File: src/rtl/fifo_drain_vr_if.sv
// Read-side bundle for fifo_drain_vr: FIFO pop interface plus the downstream valid/ready stream.
// master = the drain block; slave = the FIFO and stream consumer side.
interface fifo_drain_vr_if #(
  parameter int WID = 32
);
  logic           fifo_empty;
  logic [WID-1:0] fifo_dout;
  logic           fifo_readout;
  logic           out_valid;
  logic           out_ready;
  logic [WID-1:0] out_data;
  logic           out_last;

  modport master (
    input  fifo_empty, fifo_dout, out_ready,
    output fifo_readout, out_valid, out_data, out_last
  );

  modport slave (
    output fifo_empty, fifo_dout, out_ready,
    input  fifo_readout, out_valid, out_data, out_last
  );
endinterface

File: src/rtl/fifo_drain_vr.sv
// FIFO drain into a 2-slot skid buffer, framed into BURST-beat packets on a valid/ready stream.
// Optional stall statistic counter enabled by defining FIFO_DRAIN_STALL_STATS_EN.
//
// state | meaning
// IDLE  | no pops; buffered beats still drain downstream
// RUN   | popping while enable=1
// CLOSE | enable dropped mid-packet; popping until the beat carrying last
module fifo_drain_vr #(
  parameter int WID   = 32,
  parameter int BURST = 4,
  parameter int CWID  = $clog2(BURST) + 1
) (
  input  logic                clk,
  input  logic                rst,
  input  logic                softreset,
  input  logic                enable,
  fifo_drain_vr_if.master     bus,
  output logic                busy,
  output logic [15:0]         pop_count,
  output logic [15:0]         stall_cnt
);

  typedef enum logic [1:0] {
    IDLE  = 2'd0,
    RUN   = 2'd1,
    CLOSE = 2'd2
  } state_t;

  localparam logic [CWID-1:0] BEAT_MAX = CWID'(BURST - 1);
  localparam logic [CWID-1:0] BEAT_ONE = CWID'(1);

  state_t          state_q;
  state_t          state_d;
  logic [CWID-1:0] beat_cnt;
  logic [CWID-1:0] beat_cnt_d;
  logic [1:0]      occ;
  logic [1:0]      wr_idx;
  logic [WID-1:0]  data0;
  logic [WID-1:0]  data1;
  logic            last0;
  logic            last1;
  logic            clr;
  logic            pop;
  logic            xfer;
  logic            valid;
  logic            last_flag;

  assign clr       = rst | softreset;
  assign valid     = (occ != 2'd0);
  assign xfer      = valid & bus.out_ready;
  assign last_flag = (beat_cnt == BEAT_MAX);
  assign pop       = !clr && !bus.fifo_empty && (state_q != IDLE) &&
                     ((occ != 2'd2) || bus.out_ready);

  // Tail slot index after this cycle's shift-out.
  assign wr_idx = occ - 2'(xfer);

  assign bus.fifo_readout = pop;
  assign bus.out_valid    = valid;
  assign bus.out_data     = valid ? data0 : '0;
  assign bus.out_last     = valid ? last0 : 1'b0;
  assign busy             = (state_q != IDLE) || valid;

  always_comb begin
    beat_cnt_d = beat_cnt;
    if (pop) begin
      beat_cnt_d = last_flag ? '0 : beat_cnt + BEAT_ONE;
    end
  end

  always_comb begin
    state_d = state_q;
    case (state_q)
      IDLE: begin
        if (enable) state_d = RUN;
      end
      RUN: begin
        // Judge packet completion on the post-pop count so a pop this cycle never leaves a packet open.
        if (!enable) state_d = (beat_cnt_d == '0) ? IDLE : CLOSE;
      end
      CLOSE: begin
        if (pop && last_flag) state_d = IDLE;
      end
      default: state_d = IDLE;
    endcase
  end

  always_ff @(posedge clk) begin
    if (clr) begin
      state_q  <= IDLE;
      beat_cnt <= '0;
      occ      <= 2'd0;
      data0    <= '0;
      data1    <= '0;
      last0    <= 1'b0;
      last1    <= 1'b0;
    end else begin
      state_q  <= state_d;
      beat_cnt <= beat_cnt_d;
      occ      <= occ + 2'(pop) - 2'(xfer);
      if (xfer) begin
        data0 <= data1;
        last0 <= last1;
      end
      // Later assignment wins when the popped beat lands directly in the head slot.
      if (pop) begin
        if (wr_idx == 2'd0) begin
          data0 <= bus.fifo_dout;
          last0 <= last_flag;
        end else begin
          data1 <= bus.fifo_dout;
          last1 <= last_flag;
        end
      end
    end
  end

  always_ff @(posedge clk) begin
    if (rst) begin
      pop_count <= 16'h0;
    end else if (pop) begin
      pop_count <= pop_count + 16'h1;
    end
  end

`ifdef FIFO_DRAIN_STALL_STATS_EN
  always_ff @(posedge clk) begin
    if (clr) begin
      stall_cnt <= 16'h0;
    end else if (valid && !bus.out_ready && (stall_cnt != 16'hFFFF)) begin
      stall_cnt <= stall_cnt + 16'h1;
    end
  end
`else
  assign stall_cnt = 16'h0;
`endif

endmodule
File: src/flat_wrapper.sv
// flat-port wrapper written by rule: the top's interface ports become plain ports
module fifo_drain_vr_flat 
#(
  parameter int WID   = 32,
  parameter int BURST = 4,
  parameter int CWID  = $clog2(BURST) + 1
)
  (clk, rst, softreset, enable, busy, pop_count, stall_cnt, bus_fifo_empty, bus_fifo_dout, bus_out_ready, bus_fifo_readout, bus_out_valid, bus_out_data, bus_out_last);
  fifo_drain_vr_if #(.WID(WID)) bus_i ();
  input  logic clk;
  input  logic rst;
  input  logic softreset;
  input  logic enable;
  output logic busy;
  output logic [15:0] pop_count;
  output logic [15:0] stall_cnt;
  input wire logic [$bits(bus_i.fifo_empty)-1:0] bus_fifo_empty;
  input wire logic [$bits(bus_i.fifo_dout)-1:0] bus_fifo_dout;
  input wire logic [$bits(bus_i.out_ready)-1:0] bus_out_ready;
  output wire logic [$bits(bus_i.fifo_readout)-1:0] bus_fifo_readout;
  output wire logic [$bits(bus_i.out_valid)-1:0] bus_out_valid;
  output wire logic [$bits(bus_i.out_data)-1:0] bus_out_data;
  output wire logic [$bits(bus_i.out_last)-1:0] bus_out_last;
  assign bus_i.fifo_empty = bus_fifo_empty;
  assign bus_i.fifo_dout = bus_fifo_dout;
  assign bus_i.out_ready = bus_out_ready;
  assign bus_fifo_readout = bus_i.fifo_readout;
  assign bus_out_valid = bus_i.out_valid;
  assign bus_out_data = bus_i.out_data;
  assign bus_out_last = bus_i.out_last;
  fifo_drain_vr #(.WID(WID), .BURST(BURST), .CWID(CWID)) u_core (.clk(clk), .rst(rst), .softreset(softreset), .enable(enable), .bus(bus_i), .busy(busy), .pop_count(pop_count), .stall_cnt(stall_cnt));
endmodule
File: config.mk
export PLATFORM = sky130hd
export DESIGN_NAME = fifo_drain_vr_flat
export DESIGN_NICKNAME = d
export VERILOG_FILES = /design/src/rtl/fifo_drain_vr_if.sv /design/src/rtl/fifo_drain_vr.sv /design/src/flat_wrapper.sv
export SDC_FILE = /design/constraint.sdc
export NUM_CORES = 1
export LEC_CHECK = 0
export CORE_MARGIN = 2
export CORE_UTILIZATION = 35
export DETAILED_ROUTE_END_ITERATION = 8
export SLEW_MARGIN = 20
export SYNTH_ARGS = -nofsm -noshare
export SYNTH_HDL_FRONTEND = slang
export SYNTH_SLANG_ARGS = --single-unit
File: constraint.sdc
create_clock -name clk -period 4.6 [get_ports clk]
set_input_delay 1.38 -clock clk [delete_from_list [all_inputs] [get_ports clk]]
set_output_delay 1.38 -clock clk [all_outputs]
set_load 0.01 [all_outputs]
# [After elaboration in Yosys (flattened, before gate mapping)]
# Cells that the tools add are included.
[totals] reg_bits=89 output_inout_bits=68
[classes] add_sub_neg=5 eq_ne=7 muxes=15 n_bitwise=3 reduce_logical=15
[ops] operator="32-bit 2-to-1 mux" count=4
[ops] operator="16-bit by 1-bit adder with 16-bit output, second input constant" count=1
[ops] operator="2-bit 2-to-1 mux" count=4
[ops] operator="3-bit 2-to-1 mux" count=2
[ops] operator="2-bit inequality test, second input constant" count=3
[ops] operator="2-bit one-hot mux with 3 select lines" count=1
[ops] operator="1-bit logical AND" count=4
[ops] operator="2-bit zero test" count=2
[ops] operator="1-bit 2-to-1 mux" count=4
[ops] operator="2-bit nonzero test" count=2
[ops] operator="2-bit by 1-bit subtractor with 2-bit output" count=2
[ops] operator="3-bit by 1-bit adder with 3-bit output, second input constant" count=1
[ops] operator="3-bit by 2-bit equality test with 1-bit output, second input constant" count=1
[ops] operator="3-bit zero test" count=1
[ops] operator="3-bit AND reduction" count=1
[ops] operator="2-bit by 1-bit adder with 2-bit output" count=1
[ops] operator="2-bit by 1-bit equality test with 1-bit output, second input constant" count=1
[ops] operator="2-bit equality test, second input constant" count=1
[ops] operator="1-bit zero test" count=2
[ops] operator="1-bit logical OR" count=2
[ops] operator="2-bit by 1-bit inequality test with 1-bit output, second input constant" count=1
[ops] operator="2-bit AND reduction" count=1
[ops] operator="1-bit bitwise AND" count=1
[ops] operator="1-bit NOT" count=1
[ops] operator="1-bit bitwise OR" count=1

# [Depth between registers and ports, before layout]
# Gate-level depths: netlist of run 1.
[depth] word_depth=10 mapped_depth=11

# [Least setup slack after synthesis of run 1]
# Ideal clock, no wire load.
[synth_path] kind="input-to-output" start="input bus_out_ready" end="output bus_fifo_readout" t_arrival_ns=2.238 slack_ns=0.982 path_stages=4 path_buffers=1 cell_sequence="or3b_2 > clkbuf_1 > nand3_1 > inv_1"
[synth_via] elab_chain_cells=2
[synth_lines] item="start, declared" line_no="flat_wrapper.sv:19" rtl="input wire logic [$bits(bus_i.out_ready)-1:0] bus_out_ready;"
[synth_lines] item="1-bit logical OR" line_no="fifo_drain_vr.sv:53" rtl="((occ != 2'd2) || bus.out_ready);"
[synth_lines] item="1-bit logical AND" line_no="fifo_drain_vr.sv:52" rtl="assign pop = !clr && !bus.fifo_empty && (state_q != IDLE) &&"
[synth_lines] item="end, declared" line_no="flat_wrapper.sv:20" rtl="output wire logic [$bits(bus_i.fifo_readout)-1:0] bus_fifo_readout;"
# No other way between the ends.

# [Worst setup path in the final report of run 1]
# Same ends and word-level chain as after synthesis.

==> metrics.md, run 1 <==
| Metric | Value |
|---|---|
| Largest net degree at the start of global routing | `67` |
| Synth top area share | `between 40 and 50%` |
| EDFF count, synth | `0` |
| Post-synthesis async set-or-reset flop share | `0%` |
| Critical Path Fanout Max | `5` |
| Antenna cells | `0` |
| Tmin final | `~4.4 ns` |
| WP data arrival | `approximately 3.0 ns` |
| Starting Density | `35.8%` |
| Worst skew pair latency | `between 0.3 and 0.4 ns` |
| Max-Cap Viols | `0` |
| Root Buffer | `clkbuf_16` |
| Routability-driven placement congestion ratio | `about 0.74` |
| Post-CTS sizing | `0` |
| DRC | `0` |
| Non-Filler Instances | `a little over 700` |
| Avg Inst Size Synth | `8.48 µm²` |
| TritonCTS Sinks | `between 80 and 90` |
| Vias in the first global route | `3,294` |
| First-pass GRT wire length | `16.1 mm` |
| RSZ-0062 raised after global routing | `no` |
| Die Ht | `112 µm` |
| Hold Fails Final Rpt | `0` |
| Crit path required time | `3.22 ns` |
| Hold buffers post-CTS | `0` |
| Most used DFF post-synth | `dfxtp_1` |
| Kind of critical path | `in2out` |
| Total wire length | `about 9.7 mm` |
| Tcrit/Tclk final | `95.6%` |
| Cell Area, Synth | `4090 µm²` |
| GR Util met3 | `under 10%` |
| DRT antenna net count | `0` |
| Status | `completed` |
| # IOs | `106` |
| Post-DP HPWL | `6.34 mm` |
| Pwr per Cell Area | `288 nW/µm²` |
| Synth Warn # | `0` |
| Area Growth Syn to Fin | `29.2%` |
| Synth top area cells | `dfxtp_1 44%, mux2i_1 8.3%, nand2_1 7.3%` |
| Setup crit start kind | `primary input` |
| Placed insts | `691` |
| Post-CTS setup buffer count | `0` |
| Core Region | `11,400 µm²` |
| Via count | `3,505` |
| Slew @ Worst Pin | `between 0.7 and 0.8 ns` |
| IO buf count | `a little under 90` |
| Clock Skews | `0.00978 ns` |
| Routed len/inst | `13.7 µm` |
| Grt met2 use | `23.8%` |
| Setup TNS | `0 ns` |
| Worst setup EP type | `primary output` |
| Worst vdd ir | `roughly 0.2 mV` |
| Drt pass-1 iters | `5` |
| Fin. max-slew vios | `0` |
| H-tree Lvls | `3` |
| Chip Width | `112 µm` |
| Post-Synthesis Cells | `482` |
| P_leak | `2.04 nW` |
| Clock slew at reported path FFs | `0.06 ns` |
| Initial detailed-routing violation count | `177` |
| Final net count | `601` |
| Core Rows | `39` |
| CTS tree | `yes` |
| Seq/Total Area, Yosys | `43.6%` |
| Met1 Track Usage GR | `between 20% and 30%` |
| Initial antenna violation count | `0` |
| CTS buffer count | `9` |
| CTS Buffer Depth | `2` |
| Proportion of layout cells with a drive suffix above 1 | `a little over 6%` |
| Hold Crit Class | `reg2reg` |
| All-layer global routing usage | `15.4%` |
| Cell variety after synth | `40` |
| Max Clk Rate | `0.227 GHz` |
| Area leader, netlist | `dfxtp_1` |
| Max_slew headroom | `51.7%` |
| GRT overflow | `0` |
| Yosys reg bits | `89` |
| Final setup violating endpoints | `0` |
| GRT Max-Usage Layer | `met2` |
| Via-to-Cell Ratio | `4.96` |
| Die area | `around 13,000 µm²` |
[cell usage in the layout, fill, tap and decap left out, drive strengths merged, types with 6 or more instances in the layout]
cell type,netlist,layout
nor2,41,41
conb,1,16
mux2i,34,34
or4,7,7
buf,29,11
dfxtp,89,89
nand3,6,6
clkbuf,20,9
a211oi,34,34
clkdlybuf4s50,0,89
inv,7,8
o31ai,6,6
a21oi,48,48
or3,6,6
o21ai,7,7
and2,34,34
nand2,80,80
[path summary, 6_finish.rpt]
path / from / end / slack, ns / depth (start not counted)
worst max-delay path: bus_out_ready / bus_fifo_readout / 0.20 / 5
worst min-delay path: u_core.data1[6] / u_core.data1[6] / 0.45 / 2
worst max register to register: u_core.occ[1] / u_core.data0[18] / 2.45 / 5
worst min register to register: u_core.data1[6] / u_core.data1[6] / 0.45 / 2
[cells by family after synthesis]
logic type                 after synthesis  synth area share [%]
AOI/OAI and AO/OA                      100                  15.1
xor gates and xnor gates                 5                  1.07
adders and majority gates                4                  1.22
buffers and inverters                   56                  7.71
DFF                                     89                  43.6
muxes                                   35                  8.60
other                                    1                0.0917
and+or+nand+nor                        192                  22.6
[worst max-delay path: stages]
cell and delay (ns):
clkdlybuf4s50_1 0.44, or3b_2 0.47, nand3_1 0.12, inv_1 0.11, clkdlybuf4s50_1 0.51
[synth_stat cells (7+ instances only)]
library cell	instances
a211oi_1	34
a21oi_1	48
and2_1	34
buf_4	16
clkbuf_1	20
dfxtp_1	89
inv_1	7
mux2i_1	34
nand2_1	80
nor2_1	41
o21ai_0	7
[metrics by stage]
stage / total power [W] / hold slack, ns / instance area [µm²] / utilization (%) / setup slack [ns]
after floorplan: 0.000832 / 0.436 / 4140 / - / 0.982
after global placement: 0.000869 / 0.441 / 5010 / 43.9 / 0.200
after detailed placement: 0.000870 / 0.446 / 5010 / 43.9 / 0.202
after CTS: 0.00154 / 0.455 / 5280 / 46.2 / 0.192
after global routing: 0.00158 / 0.470 / 5280 / 46.2 / 0.137
final: 0.00152 / 0.454 / 5280 / 46.2 / 0.201
[where the power goes]
group,total (W),switching (W),internal (W)
Sequential,0.000775,0.00000178,0.000773
Clock,0.000667,0.000302,0.000365
Combinational,0.0000783,0.0000393,0.0000389
[sequential cells by signal (all words and copies together), names as in the netlist]
register and flops:
u_core.data0 32, u_core.data1 32, u_core.pop_count 16, u_core.beat_cnt 3
u_core.occ 2, u_core.state_q 2, u_core.last0 1, u_core.last1 1
[cell type report]
| type | instances | area, µm² |
|---|---|---|
| Clock inverter | 7 | 45.0 |
| Inverter | 7 | 26.3 |
| Fill cell | 1138 | 6140 |
| Multi-Input combinational cell | 352 | 2050 |
| Clock buffer | 9 | 225 |
| Tap cell | 143 | 179 |
| Sequential cell | 89 | 1780 |
| Timing Repair Buffer | 100 | 973 |
[layer usage]
layer | routed length [µm] | part of all wire [%] | vias to the layer above
met5 | 0 | 0 | -
met3 | 411 | 4.3 | 12
li1 | - | - | 1779
met2 | 4230 | 44 | 86
met1 | 4880 | 50 | 1628
met4 | 149 | 1.5 | 0
(Power assumes the default switching activity.)
==> run 2, diff against run 1 <==
==> constraint.sdc (replaced) <==
create_clock -name clk -period 5.36 [get_ports clk]
set_input_delay 1.608 -clock clk [delete_from_list [all_inputs] [get_ports clk]]
set_output_delay 1.608 -clock clk [all_outputs]
set_load 0.01 [all_outputs]
==> run 2 against run 1 <==
Against the previous run: via count grew 0.23%; flip-flop and latch count is the same; clock skew shrank 0.00079 ns; cell count shrank 0.71%; global-route usage grew 0.44 points; core utilization shrank 0.23 points; highest routed layer unchanged; count of clock-buffer cells in the layout grew 1; sequential share of layout area grew 0.17 points; critical endpoint unchanged; final area shrank 0.50%; power shrank 13%.
==> metrics.md, run 2 (synthesis results as in run 1) <==
| Metric | Value |
|---|---|
| Non-Filler Instances | `702` |
| RR Endpoint | `u_core.data0[23]` |
| Largest net degree at the start of global routing | `67` |
| Clock slew at reported path FFs | `0.06 ns` |
| Initial antenna violation count | `0` |
| Die Ht | `112 µm` |
| Hold buffers post-CTS | `0` |
| Post-CTS sizing | `0` |
| Drt pass-1 iters | `5` |
| GRT overflow | `0` |
| WP data arrival | `3.40 ns` |
| Antenna cells | `0` |
| Placed insts | `a little under 700` |
| Worst setup EP type | `primary output` |
| Proportion of layout cells with a drive suffix above 1 | `under 10%` |
| Core Region | `11,400 µm²` |
| Worst r2r src | `u_core.occ[1]` |
| Chip Width | `112 µm` |
| Crit path required time | `approximately 3.8 ns` |
| Post-DP HPWL | `6.40 mm` |
| Worst-path cell chain | `clkdlybuf4s50_1, or3b_2, nand3_1, inv_1, clkdlybuf4s50_1` |
| Critical Path Slowest Stage Cell | `or3b_2` |
| TritonCTS Sinks | `between 80 and 90` |
| Via count | `3,513` |
| CTS Buffer Depth | `2` |
| All-layer global routing usage | `approximately 16%` |
| Core Rows | `39` |
| Most frequent cells in the layout | `89 x clkdlybuf4s50_1, 89 x dfxtp_1, 79 x nand2_1` |
| Worst vdd ir | `around 0.12 mV` |
| Starting Density | `a little over a third` |
| # IOs | `about 110` |
| Worst skew pair latency | `around 0.34 ns` |
| Worst-case reg-to-reg path depth | `5` |
| Post-CTS setup buffer count | `0` |
| Die area | `between 10,000 and 15,000 µm²` |
| Max-Cap Viols | `0` |
| Slowest stage delay, CP | `0.55 ns` |
| Regs by FF count | `u_core.data0 (32), u_core.data1 (32), u_core.pop_count (16)` |
| Total wire length | `9.80 mm` |
| Final setup violating endpoints | `0` |
| Clock Skews | `0.00899 ns` |
| CP Launch Point | `bus_out_ready` |
| Multi-input logic area | `2050 µm²` |
| Routability-driven placement congestion ratio | `0.783` |
| Reg2Reg Setup Slack | `around 3.2 ns` |
| Hold Crit Class | `reg2reg` |
| P_leak | `about 2.0 nW` |
| Register area | `1780 µm²` |
| Critical Path Fanout Max | `6` |
| Status | `completed` |
| Via-to-Cell Ratio | `5.00` |
| Initial detailed-routing violation count | `187` |
| Fin. max-slew vios | `0` |
| Area Growth Syn to Fin | `28.5%` |
| Kind of critical path | `in2out` |
| CTS buffer count | `9` |
| Slew @ Worst Pin | `between 0.7 and 0.8 ns` |
| Pwr per Cell Area | `251 nW/µm²` |
| IO buf count | `89` |
| DRT antenna net count | `0` |
| Max Clk Rate | `~0.2 GHz` |
| CTS tree | `yes` |
| Root Buffer | `clkbuf_16` |
| Tmin final | `5.01 ns` |
| RSZ-0062 raised after global routing | `no` |
| Final net count | `about 600` |
| DRC | `0` |
| H-tree Lvls | `3` |
| CP dominant cell by count | `clkdlybuf4s50_1` |
| Filler cells | `~1,100` |
| Worst setup path end | `bus_fifo_readout` |
| Max_slew headroom | `52.2%` |
| Hold path start | `u_core.data1[20]` |
| Tcrit/Tclk final | `slightly above 90%` |
| Setup crit start kind | `primary input` |
| First-pass GRT wire length | `16.4 mm` |
| Hold Fails Final Rpt | `0` |
| Setup TNS | `0 ns` |
| Routed len/inst | `14.0 µm` |
| Vias in the first global route | `3,361` |
[run 2: changes by cell type in the layout (fill, tap and decap cells not counted)]
| cell | change |
|---|---|
| clkbuf_8 | +1 |
| clkinvlp_4 | +1 |
| buf_4 | -5 |
| clkinv_2 | -2 |
[run 2: layout make-up]
| cell class | count | share of cell area [%] |
|---|---|---|
| well taps | 143 | 3.41 |
| inverters | 7 | 0.500 |
| repair buffers | 95 | 17.8 |
| flip-flops and latches | 89 | 33.9 |
| multi-input cells | 352 | 39.0 |
| clock buffers | 10 | 4.55 |
| clock inverters | 6 | 0.810 |
[run 2: through the flow]
step | instance area [µm²] | total power, W | utilization, % | hold slack, ns | setup WS (ns)
2_1_floorplan | 4140 | 0.000714 | - | 0.436 | 1.29
3_3_place_gp | 4970 | 0.000744 | 43.5 | 0.440 | 0.371
3_5_place_dp | 4970 | 0.000744 | 43.5 | 0.446 | 0.361
4_1_cts | 5250 | 0.00134 | 46.0 | 0.455 | 0.355
5_1_grt | 5250 | 0.00137 | 46.0 | 0.469 | 0.258
6_report | 5250 | 0.00132 | 46.0 | 0.453 | 0.353
[run 2: metal layers]
| layer | global-route usage (%) | share of wire [%] | vias to the layer above |
|---|---|---|---|
| li1 | - | - | 1771 |
| met1 | 21.0 | 48 | 1638 |
| met2 | 26.0 | 46 | 94 |
| met3 | 3.40 | 5.1 | 10 |
| met4 | 5.12 | 1.3 | 0 |
| met5 | 0 | 0 | - |
[run 2: worst min path at each step]
stage	to	cells after the start
2_1_floorplan	u_core.data1[0]	2
3_3_place_gp	u_core.data1[25]	2
3_5_place_dp	u_core.data1[28]	2
4_1_cts	u_core.data1[28]	2
5_1_grt	u_core.data1[1]	2
6_report	u_core.data1[20]	2
[run 2: critical path: cells and delay by family]
kind / cells / cell delay, ns
simple gates: 2 / 0.70
buf+inv: 3 / 1.09
[run 2: power by group]
group	internal, W	switching (W)	total [W]
combinational	0.0000317	0.0000333	0.0000650
sequential	0.000663	0.00000152	0.000665
clock	0.000328	0.000264	0.000591
total	0.00102	0.000298	0.00132
==> run 3, diff against run 2 <==
--- a/config.mk
+++ b/config.mk
@@ -8,6 +8,7 @@
 export CORE_MARGIN = 2
 export CORE_UTILIZATION = 35
 export DETAILED_ROUTE_END_ITERATION = 8
+export RECOVER_POWER = 50
 export SLEW_MARGIN = 20
 export SYNTH_ARGS = -nofsm -noshare
 export SYNTH_HDL_FRONTEND = slang
==> run 3 against run 2 <==
Against the previous run: the flow now finishes with violations (max-capacitance violations, max-slew violations); via count down 0.37%; core utilization down 0.15 points; flip-flop and latch count stayed put; count of clock-buffer cells in the layout did not move; critical path type unchanged; critical endpoint unchanged.
==> metrics.md, run 3 (synthesis results as in run 1) <==
| Metric | Value |
|---|---|
| Fin. max-slew vios | `37` |
| Violated checks | `max-capacitance violations, max-slew violations` |
| IO buf count | `89` |
| Non-Filler Instances | `702` |
| DRC | `0` |
| All-layer global routing usage | `15.9%` |
| Total wire length | `9.78 mm` |
| Slew @ Worst Pin | `1.88 ns` |
| Most frequent cells in the layout | `89 x dfxtp_1, 79 x nand2_1, 69 x clkdlybuf4s50_1` |
| H-tree Lvls | `3` |
| Core Rows | `39` |
| Routability-driven placement congestion ratio | `0.783` |
| Critical Path Fanout Max | `6` |
| Largest net degree at the start of global routing | `67` |
| Overall power | `0.00132 W` |
| Die area | `~13,000 µm²` |
| Vias in the first global route | `3,361` |
| Post-layout util | `45.9%` |
| Hold buffers post-CTS | `0` |
| Routed len/inst | `around 14 µm` |
| CTS tree | `yes` |
| Drt pass-1 iters | `5` |
| RSZ-0062 raised after global routing | `no` |
| Final setup violating endpoints | `0` |
| Starting Density | `35.8%` |
| Status | `finished with violations` |
| Kind of critical path | `in2out` |
| Slowest stage delay, CP | `0.61 ns` |
| Proportion of layout cells with a drive suffix above 1 | `about 4.5%` |
| Final net count | `596` |
| Max Clk Rate | `0.196 GHz` |
| CTS Buffer Depth | `2` |
| Initial antenna violation count | `0` |
| GRT overflow | `0` |
| Via count | `3,500` |
| Post-CTS sizing | `0` |
| Worst setup EP type | `primary output` |
| Tmin final | `5.11 ns` |
| Clock slew at reported path FFs | `approximately 0.070 ns` |
| Critical Path Slowest Stage Cell | `dlygate4sd3_1` |
| Worst Path Buf+Inv | `3` |
| CP delay by family, top | `buffers and inverters` |
| Initial detailed-routing violation count | `196` |
| Setup crit start kind | `primary input` |
| Pwr per Cell Area | `252 nW/µm²` |
| WHS | `0.453 ns` |
| Worst skew pair latency | `between 0.3 and 0.4 ns` |
| First-pass GRT wire length | `~16 mm` |
| Max-Cap Viols | `1` |
| Regs by FF count | `u_core.data0 (32), u_core.data1 (32), u_core.pop_count (16)` |
| Hold Fails Final Rpt | `0` |
| Commonest non-fill, non-tap cell in the layout | `dfxtp_1` |
| Worst vdd ir | `~0.12 mV` |
| CTS buffer count | `9` |
| Tcrit/Tclk final | `95.2%` |
| WP data arrival | `3.50 ns` |
| Via-to-Cell Ratio | `4.99` |
| Crit path required time | `3.75 ns` |
| Root Buffer | `clkbuf_16` |
| P_leak | `2.07 nW` |
| Die Ht | `112 µm` |
| Setup TNS | `0 ns` |
| Clock Skews | `about 0.0074 ns` |
| Chip Width | `112 µm` |
| Max_slew headroom | `-25.1%` |
| Post-DP HPWL | `about 6.4 mm` |
| TritonCTS Sinks | `89` |
| Post-CTS setup buffer count | `0` |
| Worst-path cell chain | `dlygate4sd3_1, or3b_2, nand3_1, inv_1, clkdlybuf4s50_1` |
| Placed insts | `686` |
| Core Region | `11,400 µm²` |
| Hold Crit Class | `reg2reg` |
| DRT antenna net count | `0` |
| Area Growth Syn to Fin | `28.1%` |
| Antenna cells | `0` |
| # IOs | `around 110` |
## run 3: changes by cell type in the layout (fill, tap and decap cells not counted)
cell             previous run  this run
and2_0                      0         1
and2_1                     34        33
buf_4                       6         2
clkbuf_1                    0         3
clkbuf_2                    0         1
clkdlybuf4s50_1            89        69
dlygate4sd3_1               0        20
or2_0                       0         1
or2_2                       2         1
or4_1                       5         6
or4_4                       2         1
## run 3: power by group
group / total, W / leakage, nW / switching (W) / internal [W]
Sequential: 0.000665 / 0.717 / 0.00000151 / 0.000663
Clock: 0.000591 / 0.135 / 0.000264 / 0.000328
Combinational: 0.0000638 / 1.22 / 0.0000331 / 0.0000307
## run 3: layout make-up
cell class,instances,area (µm²)
clock buffers,10,239
repair buffers,95,922
well taps,143,179
clock inverters,6,42.5
flip-flops and latches,89,1780
fillers,1150,6180
inverters,7,26.3
multi-input cells,352,2050
## run 3: per-layer routing
metal | part of all wire [%] | up-vias | track usage, %
met3 | 4.8 | 11 | 3.40
li1 | - | 1773 | -
met1 | 47 | 1633 | 21.0
met4 | 1.4 | 0 | 5.12
met5 | 0 | - | 0
met2 | 46 | 83 | 26.0
## run 3: path summary, 6_finish.rpt
kind / depth (start not counted) / slack (ns) / endpoint / startpoint
max reg2reg: 9 / 2.39 / u_core.occ[1] / u_core.occ[1]
min: 2 / 0.45 / u_core.data1[20] / u_core.data1[20]
max: 5 / 0.25 / bus_fifo_readout / bus_out_ready
min reg2reg: 2 / 0.45 / u_core.data1[20] / u_core.data1[20]
## run 3: worst reg2reg max path: stages (launching register included)
cell and delay [ns]:
dfxtp_1 0.42, or2_0 1.41, nand2_2 0.13, inv_1 0.11
ha_1 0.23, inv_1 0.06, ha_1 0.14, xor2_1 0.17
xnor2_1 0.13, nor2_1 0.05
## run 3: per-stage QoR
step	setup slack (ns)	cell area (µm²)
6_report	0.255	5240
5_1_grt	0.158	5240
4_1_cts	0.355	5250
3_5_place_dp	0.361	4970
3_3_place_gp	0.371	4970
2_1_floorplan	1.29	4140
